### config.mk
export PLATFORM = sky130hd
export DESIGN_NAME = sram_axi_bridge
export DESIGN_NICKNAME = d
export VERILOG_FILES = /design/src/rtl/sram_axi_bridge.sv
export SDC_FILE = /design/constraint.sdc
export NUM_CORES = 1
export LEC_CHECK = 0
export BUFFER_PORTS_ARGS = -buffer_cell sky130_fd_sc_hd__buf_4
export CORE_AREA = 2 2 166 168
export CTS_CLUSTER_DIAMETER = 80
export DETAILED_ROUTE_END_ITERATION = 8
export DIE_AREA = 0 0 168 170
export PLACE_DENSITY = 0.64
export SYNTH_ARGS = -nofsm -noshare
export SYNTH_HDL_FRONTEND = slang
export SYNTH_SLANG_ARGS = --single-unit
### constraint.sdc
create_clock -name clk -period 2.44 [get_ports clk]
set_clock_uncertainty 0.2 [all_clocks]
set_input_delay 0 -clock clk [delete_from_list [all_inputs] [get_ports clk]]
set_output_delay 0 -clock clk [all_outputs]
set_load 0.01 [all_outputs]
### src/rtl/sram_axi_bridge.sv
// Bridges the core's inst/data SRAM-like ports onto one AXI3 master; single-beat transfers only.
// Read: addrok, then AR, then R, with dataok one cycle after the R handshake. Data port is in-order with one access in flight.
module sram_axi_bridge #(
    parameter logic [3:0] ID_INST = 4'd0,
    parameter logic [3:0] ID_DATA = 4'd1
) (
    input  logic        clk,
    input  logic        resetn,
    input  logic        inst_sram_req,
    input  logic        inst_sram_wr,
    input  logic [1:0]  inst_sram_size,
    input  logic [31:0] inst_sram_addr,
    input  logic [3:0]  inst_sram_wstrb,
    input  logic [31:0] inst_sram_wdata,
    output logic        inst_sram_addrok,
    output logic        inst_sram_dataok,
    output logic [31:0] inst_sram_rdata,
    input  logic        data_sram_req,
    input  logic        data_sram_wr,
    input  logic [1:0]  data_sram_size,
    input  logic [31:0] data_sram_addr,
    input  logic [3:0]  data_sram_wstrb,
    input  logic [31:0] data_sram_wdata,
    output logic        data_sram_addrok,
    output logic        data_sram_dataok,
    output logic [31:0] data_sram_rdata,
    output logic [3:0]  arid,
    output logic [31:0] araddr,
    output logic [7:0]  arlen,
    output logic [2:0]  arsize,
    output logic [1:0]  arburst,
    output logic [1:0]  arlock,
    output logic [3:0]  arcache,
    output logic [2:0]  arprot,
    output logic        arvalid,
    input  logic        arready,
    input  logic [3:0]  rid,
    input  logic [31:0] rdata,
    input  logic [1:0]  rresp,
    input  logic        rlast,
    input  logic        rvalid,
    output logic        rready,
    output logic [3:0]  awid,
    output logic [31:0] awaddr,
    output logic [7:0]  awlen,
    output logic [2:0]  awsize,
    output logic [1:0]  awburst,
    output logic [1:0]  awlock,
    output logic [3:0]  awcache,
    output logic [2:0]  awprot,
    output logic        awvalid,
    input  logic        awready,
    output logic [3:0]  wid,
    output logic [31:0] wdata,
    output logic [3:0]  wstrb,
    output logic        wlast,
    output logic        wvalid,
    input  logic        wready,
    input  logic [3:0]  bid,
    input  logic [1:0]  bresp,
    input  logic        bvalid,
    output logic        bready
);

    typedef enum logic [1:0] {R_IDLE, R_AR, R_R} r_state_t;
    typedef enum logic [1:0] {W_IDLE, W_AW, W_B} w_state_t;

    r_state_t    r_state, r_next;
    w_state_t    w_state, w_next;
    logic        data_busy, rd_src;
    logic        aw_done, w_done;
    logic [3:0]  ar_id;
    logic [31:0] ar_addr, aw_addr, w_data;
    logic [1:0]  ar_size, aw_size;
    logic [3:0]  w_strb;
    logic        data_rd_acc, data_wr_acc, inst_rd_acc, data_done;

    // Routing relies on rd_src rather than ids, and responses are assumed OKAY.
    logic unused_inputs;
    assign unused_inputs = ^{inst_sram_wr, inst_sram_wstrb, inst_sram_wdata, rid, rresp, rlast, bid, bresp};

    always_comb begin
        data_rd_acc = data_sram_req & ~data_sram_wr & (r_state == R_IDLE) & ~data_busy;
        data_wr_acc = data_sram_req &  data_sram_wr & (w_state == W_IDLE) & ~data_busy;
        inst_rd_acc = inst_sram_req & (r_state == R_IDLE) & ~data_rd_acc;
        data_done   = ((r_state == R_R) & rvalid & rd_src) | ((w_state == W_B) & bvalid);
    end

    assign inst_sram_addrok = inst_rd_acc;
    assign data_sram_addrok = data_rd_acc | data_wr_acc;

    assign arid    = ar_id;
    assign araddr  = ar_addr;
    assign arlen   = 8'd0;
    assign arsize  = {1'b0, ar_size};
    assign arburst = 2'b01;
    assign arlock  = 2'b00;
    assign arcache = 4'd0;
    assign arprot  = 3'd0;
    assign awid    = ID_DATA;
    assign awaddr  = aw_addr;
    assign awlen   = 8'd0;
    assign awsize  = {1'b0, aw_size};
    assign awburst = 2'b01;
    assign awlock  = 2'b00;
    assign awcache = 4'd0;
    assign awprot  = 3'd0;
    assign wid     = ID_DATA;
    assign wdata   = w_data;
    assign wstrb   = w_strb;
    assign wlast   = 1'b1;

    always_ff @(posedge clk or negedge resetn) begin
        if (!resetn) begin
            r_state <= R_IDLE;
            w_state <= W_IDLE;
        end else begin
            r_state <= r_next;
            w_state <= w_next;
        end
    end

    always_comb begin
        r_next  = r_state;
        arvalid = 1'b0;
        rready  = 1'b0;
        case (r_state)
            R_IDLE: if (data_rd_acc | inst_rd_acc) r_next = R_AR;
            R_AR: begin
                arvalid = 1'b1;
                if (arready) r_next = R_R;
            end
            R_R: begin
                rready = 1'b1;
                if (rvalid) r_next = R_IDLE;
            end
            default: r_next = R_IDLE;
        endcase
    end

    // AW and W complete independently; the done flags remember whichever finished first.
    always_comb begin
        w_next  = w_state;
        awvalid = 1'b0;
        wvalid  = 1'b0;
        bready  = 1'b0;
        case (w_state)
            W_IDLE: if (data_wr_acc) w_next = W_AW;
            W_AW: begin
                awvalid = ~aw_done;
                wvalid  = ~w_done;
                if ((aw_done | awready) & (w_done | wready)) w_next = W_B;
            end
            W_B: begin
                bready = 1'b1;
                if (bvalid) w_next = W_IDLE;
            end
            default: w_next = W_IDLE;
        endcase
    end

    always_ff @(posedge clk or negedge resetn) begin
        if (!resetn) begin
            ar_id            <= 4'd0;
            ar_addr          <= 32'd0;
            ar_size          <= 2'd0;
            rd_src           <= 1'b0;
            aw_addr          <= 32'd0;
            aw_size          <= 2'd0;
            w_data           <= 32'd0;
            w_strb           <= 4'd0;
            aw_done          <= 1'b0;
            w_done           <= 1'b0;
            data_busy        <= 1'b0;
            inst_sram_dataok <= 1'b0;
            data_sram_dataok <= 1'b0;
            inst_sram_rdata  <= 32'd0;
            data_sram_rdata  <= 32'd0;
        end else begin
            if (data_rd_acc) begin
                ar_id   <= ID_DATA;
                ar_addr <= data_sram_addr;
                ar_size <= data_sram_size;
                rd_src  <= 1'b1;
            end else if (inst_rd_acc) begin
                ar_id   <= ID_INST;
                ar_addr <= inst_sram_addr;
                ar_size <= inst_sram_size;
                rd_src  <= 1'b0;
            end
            if (data_wr_acc) begin
                aw_addr <= data_sram_addr;
                aw_size <= data_sram_size;
                w_data  <= data_sram_wdata;
                w_strb  <= data_sram_wstrb;
                aw_done <= 1'b0;
                w_done  <= 1'b0;
            end else if (w_state == W_AW) begin
                if (awvalid & awready) aw_done <= 1'b1;
                if (wvalid & wready)   w_done  <= 1'b1;
            end
            inst_sram_dataok <= 1'b0;
            data_sram_dataok <= 1'b0;
            if ((r_state == R_R) & rvalid) begin
                if (rd_src) begin
                    data_sram_rdata  <= rdata;
                    data_sram_dataok <= 1'b1;
                end else begin
                    inst_sram_rdata  <= rdata;
                    inst_sram_dataok <= 1'b1;
                end
            end
            if ((w_state == W_B) & bvalid) data_sram_dataok <= 1'b1;
            if (data_sram_addrok)  data_busy <= 1'b1;
            else if (data_done)    data_busy <= 1'b0;
        end
    end

endmodule

==> impl_results.md <==
- CP startpoint kind: flop
- Largest net degree at the start of global routing: 86
- Critical Path RT: 2.53 ns
- Post-Syn Instances: 617
- CP cell instances: or3b_4, nand4_1, dlygate4sd3_1, nand4_1
- Unrepaired setup endpoints after global routing: false
- Vias in the first global route: 7162
- M3 GR Usage: 5.19%
- Initial Util: 29.4%
- First-pass GRT wire length: 38800 um
- Routed Antenna Nets: 0
- Area grow syn2layout: 63.6%
- Fin crit share: 96.7%
- Router iterations before antenna repair: 4
- Asr flop ratio synth: 100%
- Post-CTS setup buffers: 0
- H-Tree Depth: 4
- Worst Tran Pin Value: 0.656 ns
- CTS tree: yes
- Gr busiest metal: met2
- # DRC: 0
- Critical-path top delay cell: or3b_4
- Die height: 170 um
- Status: completed
- Top Ports: 426
- RR Endpoint: araddr[6]
- Total Routing Usage GR: 17.1%
- Final setup TNS: 0 ns
- Grt total ovfl: 0
- Clock sink count: 178
- Reg clk slew, reported paths: 0.08 ns
- Pwr Density: 1140 mW/mm2
- Hold Crit Class: primary input to flop
- R2R Setup Slk: 0.08 ns
- Buffers and inverters on the worst path: 1
- Arrival @ worst endpoint: 2.45 ns
- Worst reg2reg path depth: 4
- Met1 usage: 20.6%
- Clock Path Buffers: 2
- Width of the die: 168 um
- Seq cells post-synth: 178
- HPWL after DPL: 15900 um
- Final cell count without fillers: 1460
- Synthesized cell area: 0.00784 mm2
- Hold Path End: araddr[1]
- Via count: 6782
- Initial antenna violation count: 0
- Worst hold path cell count: 5
- Row count: 60
- Number of diodes: 0
- Most used cell, CP: nand4_1
- Max Cap Viol: 0
- Max FO, Critical Path: 36
- Synth Warn #: 0
- Fin. max-slew vios: 0
- Placer Congestion: 0.763
- Syn avg cell area: 12.7 um2
- Synth cell types: 33
- Fillcell total: 2341
- Worst VDD drop: 0.536 mV
- Full die area: 0.0286 mm2
- Layout cell share with drive strength beyond 1: 45.5%
- DR iter-0 viols: 363
- Clock root cell: clkbuf_16
- Fin Hold WS: 0.0942 ns
- Crit path kind: flop to flop
- Ys flop type: dfrtp_1
- I/O Buffers: 323
- Avg WL per Cell: 17.4 um
- Drt total wl: 25300 um
- Crit-path max cell delay: 0.65 ns
- Seq/Total Area, Yosys: 56.8%
- Met2 usage in global routing: 29.6%
- Fin util: 48.1%
- Vias per cell: 4.65
- Max frequency: 424 MHz
- Minimum clock period: 2.36 ns
- Skew-Pair Late Insertion Delay: 0.42 ns
- Endpoints failing setup: 0
- Crit end category: flop
- WP depth: 4
- RR Startpoint: data_busy
- Leak: 0.00601 uW
- Max_slew headroom: 56.3%
- Final Hold Vio Count: 0
- Layout Nets: 1302
- Num CTS Buffers: 17
- Critical path's top delay family: simple AND/OR/NAND/NOR gates
- Worst hold start: data_sram_req
- Number of synthesized flops with an enable pin: 0
- Core box area: 0.0267 mm2
- Placed instance count: 1247
report_power, final:
group          internal, uW  leakage (uW)  total [uW]  switching [uW]
logic                  3640       0.00356        6560            2920
clock network          1420      0.000290        2770            1350
registers              4360       0.00216        5280             918
total                  9420       0.00601       14600            5190
cell usage in the layout (no fill, tap or decap), drive strengths merged, types with 2 or more instances in the layout:
master	count
nand4	68
or3b	2
dfrtp	178
a21oi	2
buf	336
o21ai	3
nor3b	2
clkbuf	19
dlygate4sd3	179
nand2	39
conb	52
nand3b	34
nor2b	4
mux2	134
nand3	35
inv	8
clkinv	7
nor2	8
cell usage after synthesis, drive strengths merged (2+ instances only):
master,number,area (um2)
clkbuf,20,75.1
nand3b,34,255
nand3,35,180
nor2,8,30.0
a21oi,2,10.0
o21ai,3,15.0
nand2,39,149
nand4,68,425
nor2b,4,32.5
mux2,134,1510
buf,76,572
conb,2,7.51
inv,2,7.51
nor3b,2,31.3
dfrtp,178,4450
cell families (layout without fill, tap and decap cells):
| group | Yosys count | count (layout) | share of synthesized area, % |
|---|---|---|---|
| AND/OR/NAND/NOR | 195 | 196 | 14.6 |
| flip-flops | 178 | 178 | 56.8 |
| multiplexers | 134 | 134 | 19.2 |
| buffers and inverters | 98 | 549 | 8.35 |
| AO/OA/AOI/OAI | 10 | 10 | 0.878 |
| other | 2 | 52 | 0.0958 |
flip-flops by register name (all words and copies together), names as in the netlist:
name,cells
data_sram_rdata,32
araddr,32
aw_done,1
wdata,32
data_busy,1
r_state,2
inst_sram_dataok,1
awaddr,32
wstrb,4
w_done,1
aw_size,2
ar_size,2
inst_sram_rdata,32
data_sram_dataok,1
arid,1
w_state,2
worst max-delay path by stage:
| stage | start | to | slack, ns |
|---|---|---|---|
| 3_5_place_dp | data_busy | data_busy | 0.45 |
| 2_1_floorplan | data_busy | wdata[24] | 0.61 |
| 5_1_grt | data_busy | araddr[4] | 0.004 |
| 3_3_place_gp | data_busy | data_busy | 0.48 |
| 4_1_cts | data_busy | araddr[5] | 0.02 |
| 6_report | data_busy | araddr[6] | 0.08 |
timing repair:
item                       4_1_cts  5_1_grt
resized for setup                0        1
hold buffers                   180        0
hold endpoints to repair       355        0
setup endpoints to repair        0       27
layout make-up:
class                   instances  area (um2)  share of cell area (%)
inverters                       2        7.51                  0.0585
clock inverters                13         136                    1.06
flip-flops and latches        178        4450                    34.7
repair buffers                515        4410                    34.3
well taps                     341         427                    3.33
clock buffers                  19         453                    3.53
multi-input cells             392        2950                    23.0
per-stage QoR:
| stage | cell area, um2 | setup slack (ns) | total power [uW] |
|---|---|---|---|
| after floorplan | 8030 | 0.606 | 8140 |
| after global placement | 10400 | 0.479 | 11200 |
| after detailed placement | 10400 | 0.446 | 11300 |
| after CTS | 12800 | 0.0215 | 14700 |
| after global routing | 12800 | 0.00383 | 15500 |
| final | 12800 | 0.0802 | 14600 |
per-layer routing:
layer  vias to the layer above  wire, um  part of all wire [%]
met1                      3397     10300                    41
met2                       279     12900                    51
li1                       3081         -                     -
met3                        25      1810                   7.2
met4                         0       394                   1.6
met5                         -         0                     0
worst min-delay path, stage by stage:
cell and delay (ns):
buf_4 0.14, nor3b_4 0.15, buf_4 0.20, nand3_1 0.10, nand4_1 0.08
(Power assumes the default switching activity.)
